### src/rtl/ripple_sampler_pkg.sv
`default_nettype none
// ============================================================================
// Module   : ripple_sampler_pkg
// Purpose  : Shared defaults and output-state encoding for the ripple-count
//            sampler.
// Contents : c_def_width, c_def_ext_width, c_def_stable_cycles,
//            out_state_t (ST_EMPTY / ST_FULL)
// Revision : 1.0 - initial release
// ============================================================================
package ripple_sampler_pkg;

  localparam int c_def_width         = 4;
  localparam int c_def_ext_width     = 8;
  localparam int c_def_stable_cycles = 2;

  // One-deep output holding register: empty or holding a record.
  typedef enum logic [0:0] {
    ST_EMPTY = 1'b0,
    ST_FULL  = 1'b1
  } out_state_t;

endpackage
`default_nettype wire

### src/rtl/bus_sync2.sv
`default_nettype none
// ============================================================================
// Module   : bus_sync2
// Purpose  : Two-flop synchronizer for a bus driven from another timing
//            domain. Bits are synchronized independently; coherence of the
//            whole word is the job of the downstream stability filter.
// Ports    : clk  - sampling clock (rising edge)
//            rst  - asynchronous active-low reset
//            d    - asynchronous input bus
//            q    - synchronized bus (two clocks of latency)
// Revision : 1.0 - initial release
// ============================================================================
module bus_sync2 #(
  parameter int WIDTH = 4
) (
  input  logic             clk,
  input  logic             rst,
  input  logic [WIDTH-1:0] d,
  output logic [WIDTH-1:0] q
);

  logic [WIDTH-1:0] r_meta;
  logic [WIDTH-1:0] r_sync;

  always_ff @(posedge clk or negedge rst) begin
    if (!rst) begin
      r_meta <= '0;
      r_sync <= '0;
    end else begin
      r_meta <= d;
      r_sync <= r_meta;
    end
  end

  assign q = r_sync;

endmodule
`default_nettype wire

### src/rtl/ripple_count_sampler.sv
`default_nettype none
// ============================================================================
// Module   : ripple_count_sampler
// Purpose  : Samples the output of an asynchronous ripple counter, filters out
//            ripple glitches, extends the count across wrap-arounds and
//            presents each new value as a valid/ready record.
// Ports    : clk       - single clock (rising edge)
//            rst       - asynchronous active-low reset
//            cnt_in    - asynchronous ripple-counter bus [WIDTH]
//            clr       - synchronous clear (highest priority)
//            out_valid - a record is presented
//            out_ready - consumer accepts the record
//            out_count - {ext, accepted value} [EXT_WIDTH+WIDTH]
//            out_wrap  - record is the first after a wrap-around
//            drop      - one-cycle pulse: accepted value lost (register full)
// Revision : 1.0 - initial release
// ============================================================================
module ripple_count_sampler
  import ripple_sampler_pkg::*;
#(
  parameter int WIDTH         = c_def_width,
  parameter int EXT_WIDTH     = c_def_ext_width,
  parameter int STABLE_CYCLES = c_def_stable_cycles
) (
  input  logic                       clk,
  input  logic                       rst,
  input  logic [WIDTH-1:0]           cnt_in,
  input  logic                       clr,
  output logic                       out_valid,
  input  logic                       out_ready,
  output logic [EXT_WIDTH+WIDTH-1:0] out_count,
  output logic                       out_wrap,
  output logic                       drop
);

  localparam logic [3:0] c_stable = 4'(STABLE_CYCLES);

  // --------------------------------------------------------------------------
  // Synchronizer
  // --------------------------------------------------------------------------
  logic [WIDTH-1:0] w_sync;

  bus_sync2 #(
    .WIDTH (WIDTH)
  ) u_sync (
    .clk (clk),
    .rst (rst),
    .d   (cnt_in),
    .q   (w_sync)
  );

  // --------------------------------------------------------------------------
  // Stability filter and wrap extension
  // --------------------------------------------------------------------------
  logic [WIDTH-1:0]     r_samp;    // synchronized value seen on the previous edge
  logic [3:0]           r_streak;  // consecutive edges r_samp has been seen
  logic [WIDTH-1:0]     r_last;    // last accepted value
  logic [EXT_WIDTH-1:0] r_ext;     // wrap-extension counter

  logic [3:0]           w_streak;
  logic                 w_accept;
  logic                 w_wrap;
  logic [EXT_WIDTH-1:0] w_ext_nxt;

  always_comb begin
    // Streak length of the value currently at the synchronizer output,
    // counting this edge. Saturates so a long-held value never rolls over.
    w_streak = 4'd1;
    if (w_sync == r_samp) begin
      w_streak = (r_streak == 4'hF) ? 4'hF : r_streak + 4'd1;
    end
    w_accept  = !clr && (w_streak >= c_stable) && (w_sync != r_last);
    w_wrap    = (w_sync < r_last);
    w_ext_nxt = r_ext + EXT_WIDTH'(w_wrap);
  end

  // ext and last advance on every acceptance, including dropped ones, so
  // the extended count stays monotonic.
  always_ff @(posedge clk or negedge rst) begin
    if (!rst) begin
      r_samp   <= '0;
      r_streak <= '0;
      r_last   <= '0;
      r_ext    <= '0;
    end else if (clr) begin
      r_samp   <= '0;
      r_streak <= '0;
      r_last   <= '0;
      r_ext    <= '0;
    end else begin
      r_samp   <= w_sync;
      r_streak <= w_streak;
      if (w_accept) begin
        r_last <= w_sync;
        r_ext  <= w_ext_nxt;
      end
    end
  end

  // --------------------------------------------------------------------------
  // Output holding register
  // --------------------------------------------------------------------------
  out_state_t r_state;
  out_state_t w_state_nxt;
  logic       w_load;
  logic       w_drop;

  always_comb begin
    w_state_nxt = r_state;
    w_load      = 1'b0;
    w_drop      = 1'b0;
    case (r_state)
      ST_EMPTY: begin
        // out_ready is irrelevant while nothing is presented.
        if (w_accept) begin
          w_load      = 1'b1;
          w_state_nxt = ST_FULL;
        end
      end
      ST_FULL: begin
        if (out_ready) begin
          if (w_accept) begin
            w_load = 1'b1;
          end else begin
            w_state_nxt = ST_EMPTY;
          end
        end else if (w_accept) begin
          w_drop = 1'b1;
        end
      end
      default: begin
        w_state_nxt = ST_EMPTY;
      end
    endcase
    if (clr) begin
      w_state_nxt = ST_EMPTY;
      w_load      = 1'b0;
      w_drop      = 1'b0;
    end
  end

  logic [EXT_WIDTH+WIDTH-1:0] r_count;
  logic                       r_wrap;
  logic                       r_drop;

  always_ff @(posedge clk or negedge rst) begin
    if (!rst) begin
      r_state <= ST_EMPTY;
      r_count <= '0;
      r_wrap  <= 1'b0;
      r_drop  <= 1'b0;
    end else if (clr) begin
      r_state <= ST_EMPTY;
      r_count <= '0;
      r_wrap  <= 1'b0;
      r_drop  <= 1'b0;
    end else begin
      r_state <= w_state_nxt;
      r_drop  <= w_drop;
      if (w_load) begin
        r_count <= {w_ext_nxt, w_sync};
        r_wrap  <= w_wrap;
      end
    end
  end

  assign out_valid = (r_state == ST_FULL);
  assign out_count = r_count;
  assign out_wrap  = r_wrap;
  assign drop      = r_drop;

endmodule
`default_nettype wire

### config.mk
export PLATFORM = sky130hd
export DESIGN_NAME = ripple_count_sampler
export DESIGN_NICKNAME = d
export VERILOG_FILES = /design/src/rtl/ripple_sampler_pkg.sv /design/src/rtl/bus_sync2.sv /design/src/rtl/ripple_count_sampler.sv
export SDC_FILE = /design/constraint.sdc
export NUM_CORES = 1
export LEC_CHECK = 0
export CAP_MARGIN = 25
export CORE_MARGIN = 8
export CORE_UTILIZATION = 40
export DETAILED_ROUTE_END_ITERATION = 7
export SLEW_MARGIN = 20
export SYNTH_ARGS = -nofsm -noshare
export SYNTH_HDL_FRONTEND = slang
export SYNTH_SLANG_ARGS = --single-unit
export TNS_END_PERCENT = 10
### constraint.sdc
create_clock -name clk -period 5.01 [get_ports clk]
set_input_delay 1.503 -clock clk [delete_from_list [all_inputs] [get_ports clk]]
set_output_delay 1.503 -clock clk [all_outputs]
set_load 0.05 [all_outputs]
==> run metrics <==
status finished, final reports clean; CTS root buf clkbuf_8; global router's overall resource usage 12.8%; Post-Synth XOR/XNOR Area 4.27%; max-slew violation count 0; CP bufs+invs 2; initial antenna violation count 0; Total Wirelength 4540 um; Total Power 0.000753 W; setup TNS 0 ns; PostCTS Resize Cnt 0; Crit path max-delay family buffers and inverters; Max-Cap Viols 0; first-pass GRT wire length 7620 um; Max H-tree Level 2; leading area contributor after synthesis dfrtp_1; crit path cell chain clkdlybuf4s50_1 > inv_1 > and2_1 > nand3_2 > mux2_2; leakage power 1.02 nW; syn avg cell area 11.7 um^2; Routability Congestion 0.784; post-DP HPWL 3130 um; Worst setup SP type input pin; worst-path maximum fanout 15; area share of the largest cell type after synthesis 52.4%; mux share of post-synthesis cell area 4.51%; Final Setup Violations 0; actual slew at the worst max-slew pin 0.834 ns; Worst-Skew Late Latency 0.30 ns; max_slew headroom 44.3%; largest net degree at the start of global routing 44; TritonCTS clock tree done; Rows 26; Starting Density 40.7%; clk slew on worst S/H paths 0.09 ns; Hold Path Class flop to flop; main combinational cell family by area after synthesis compound AO/OA/AOI/OAI gates; critical path's slowest cell clkdlybuf4s50_1; drt pass-1 iters 4; First DRT Iteration DRCs 104; core box area 0.00504 mm^2; synthesized net count 190; total CTS buffers 5; Synth area leaders dfrtp_1 (52%), ha_1 (4.3%), nor2b_1 (3.4%); Tmin final 3.26 ns; vias after detailed routing 1473; Synth cell types 41; layout cells sized above 1 13.8%; multi-input gate area in the final layout 871 um^2; adder-cell area share of the yosys netlist 4.27%; clk buf depth 2; Power Dens Cells 307 mW/mm^2; Layout area overhead 19.4%; CP Data Required Time 5.19 ns; Post-Synth Simple-Gate Area 13.7%; DRC 0; Placed Cells 256; global route overflow 0; Die Area 0.00768 mm^2; I/O pin count 23; YS warnings 0; crit path kind input pin to flop; routed vias/inst 5.56; fill count 455; Routed WL per cell 17.1 um; final period utilization 65.1%; Ant. Diodes 0; Post-Synthesis Cells 175; CTS Sinks 43; hold buffers post-CTS 0; max frequency 306 MHz; Chip Width 87.6 um; synthesized area 0.00205 mm^2; CP Data Arrival Time 3.44 ns; number of port buffers 22; Fin Clk Skew 0.00770 ns; peak supply drop 0.148 mV; final net count 209; DRT antenna net count 0; FF+latch count, synth 43; most frequent cells in the layout dfrtp_1 (43), clkdlybuf4s50_1 (21), nor2b_1 (11), inv_1 (8); Reg area 0.00108 mm^2; sequential area share after synthesis 52.4%; Layout Cells excl Fill 265; commonest non-fill, non-tap cell in the layout dfrtp_1; Synth Area in Compound Gates 15.7%; RSZ-0062 raised after global routing no; crit end category flop; critical path's largest stage delay 0.58 ns; final hold violation count 0; Post-CTS Repair Setup Buffers 0; DIE HEIGHT 87.6 um; vias in the first global route 1472
==> through the flow <==
| step | util [%] | hold slack (ns) | setup WS, ns | cell area (um^2) |
|---|---|---|---|---|
| 2_1_floorplan | - | 0.331 | 2.34 | 2050 |
| 3_3_place_gp | 45.4 | 0.335 | 1.53 | 2290 |
| 3_5_place_dp | 45.4 | 0.339 | 1.46 | 2290 |
| 4_1_cts | 48.1 | 0.359 | 1.77 | 2420 |
| 5_1_grt | 48.6 | 0.368 | 1.62 | 2450 |
| 6_report | 48.6 | 0.352 | 1.75 | 2450 |
==> kinds of logic (layout without fill, tap and decap cells) <==
kind of cell               count (synthesis)  in the layout
AOI/OAI and AO/OA                         41             41
xor gates and xnor gates                  10             10
adders and majority gates                  7              7
buffers and inverters                     20             40
DFF                                       43             43
muxes                                      8              8
and+or+nand+nor                           46             46
==> path summary, 6_finish.rpt <==
kind | end | start | slack, ns | cells after the start
max | out_count[3] | clr | 1.75 | 5
min | u_sync.q[0] | u_sync.r_meta[0] | 0.35 | 0
max reg2reg | r_ext[6] | u_sync.q[1] | 2.33 | 11
min reg2reg | u_sync.q[0] | u_sync.r_meta[0] | 0.35 | 0
max in group asynchronous | out_count[3] | rst | 3.35 | 2
min in group asynchronous | r_streak[2] | rst | 1.17 | 1
==> registers in the layout, indices dropped and copies added (netlist names) <==
signal / flops
u_sync.q: 4
r_streak: 4
out_wrap: 1
r_samp: 4
out_valid: 1
r_ext: 8
u_sync.r_meta: 4
drop: 1
r_last: 4
out_count: 12
==> power breakdown <==
part	total, W	switching, W	leakage (nW)	internal (W)
clock	0.000326	0.000127	0.0644	0.000199
combinational	0.0000672	0.0000438	0.380	0.0000234
sequential	0.000360	0.00000561	0.575	0.000355
==> Yosys cell counts <==
cell and instances:
o311ai_0 5, and3_1 2, nand2_2 1, a311oi_1 6, a211oi_2 1, o22ai_1 1, nand3_2 1, a211oi_1 3
dfrtp_1 43, o21a_1 2, and2_1 2, a31oi_1 7, a21oi_1 2, inv_1 8, buf_2 4, nor2_1 4
buf_4 1, mux2_2 6, o31ai_1 6, ha_1 7, nor3_2 1, xor2_1 3, mux2i_1 1, mux2_4 1
nand2_1 4, nand3_1 4, nand4_1 6, nor2b_1 11, xnor2_1 7, o311ai_1 1, buf_1 1, nand2b_1 1
o41ai_1 5, or2_2 3, and4_1 3, a211o_2 1, buf_6 3, o211ai_1 1, clkbuf_1 3, nor4_2 1
nor3_1 2
==> worst register-to-register path, delay by kind of cell (launching register included) <==
kind | cells | cell delay, ns
simple gates | 4 | 0.62
flops | 1 | 0.46
compound gates | 4 | 0.77
fa+ha+maj | 3 | 0.71
==> layer usage <==
metal / global-route usage, % / up-vias / part of all wire [%]
met5: 0 / - / 0
li1: - / 692 / -
met3: 4.22 / 5 / 7.7
met4: 3.91 / 0 / 1.1
met2: 19.9 / 53 / 46
met1: 16.5 / 723 / 45
==> cell type report <==
| cell class | instances | area share, % |
|---|---|---|
| clock buffer | 5 | 2.81 |
| clock inverter | 3 | 2.76 |
| inverter | 8 | 1.23 |
| multi-input combinational | 112 | 35.5 |
| sequential | 43 | 43.9 |
| tap | 70 | 3.57 |
| timing repair buffer | 24 | 10.2 |
Power figures use the tool's default switching activity.
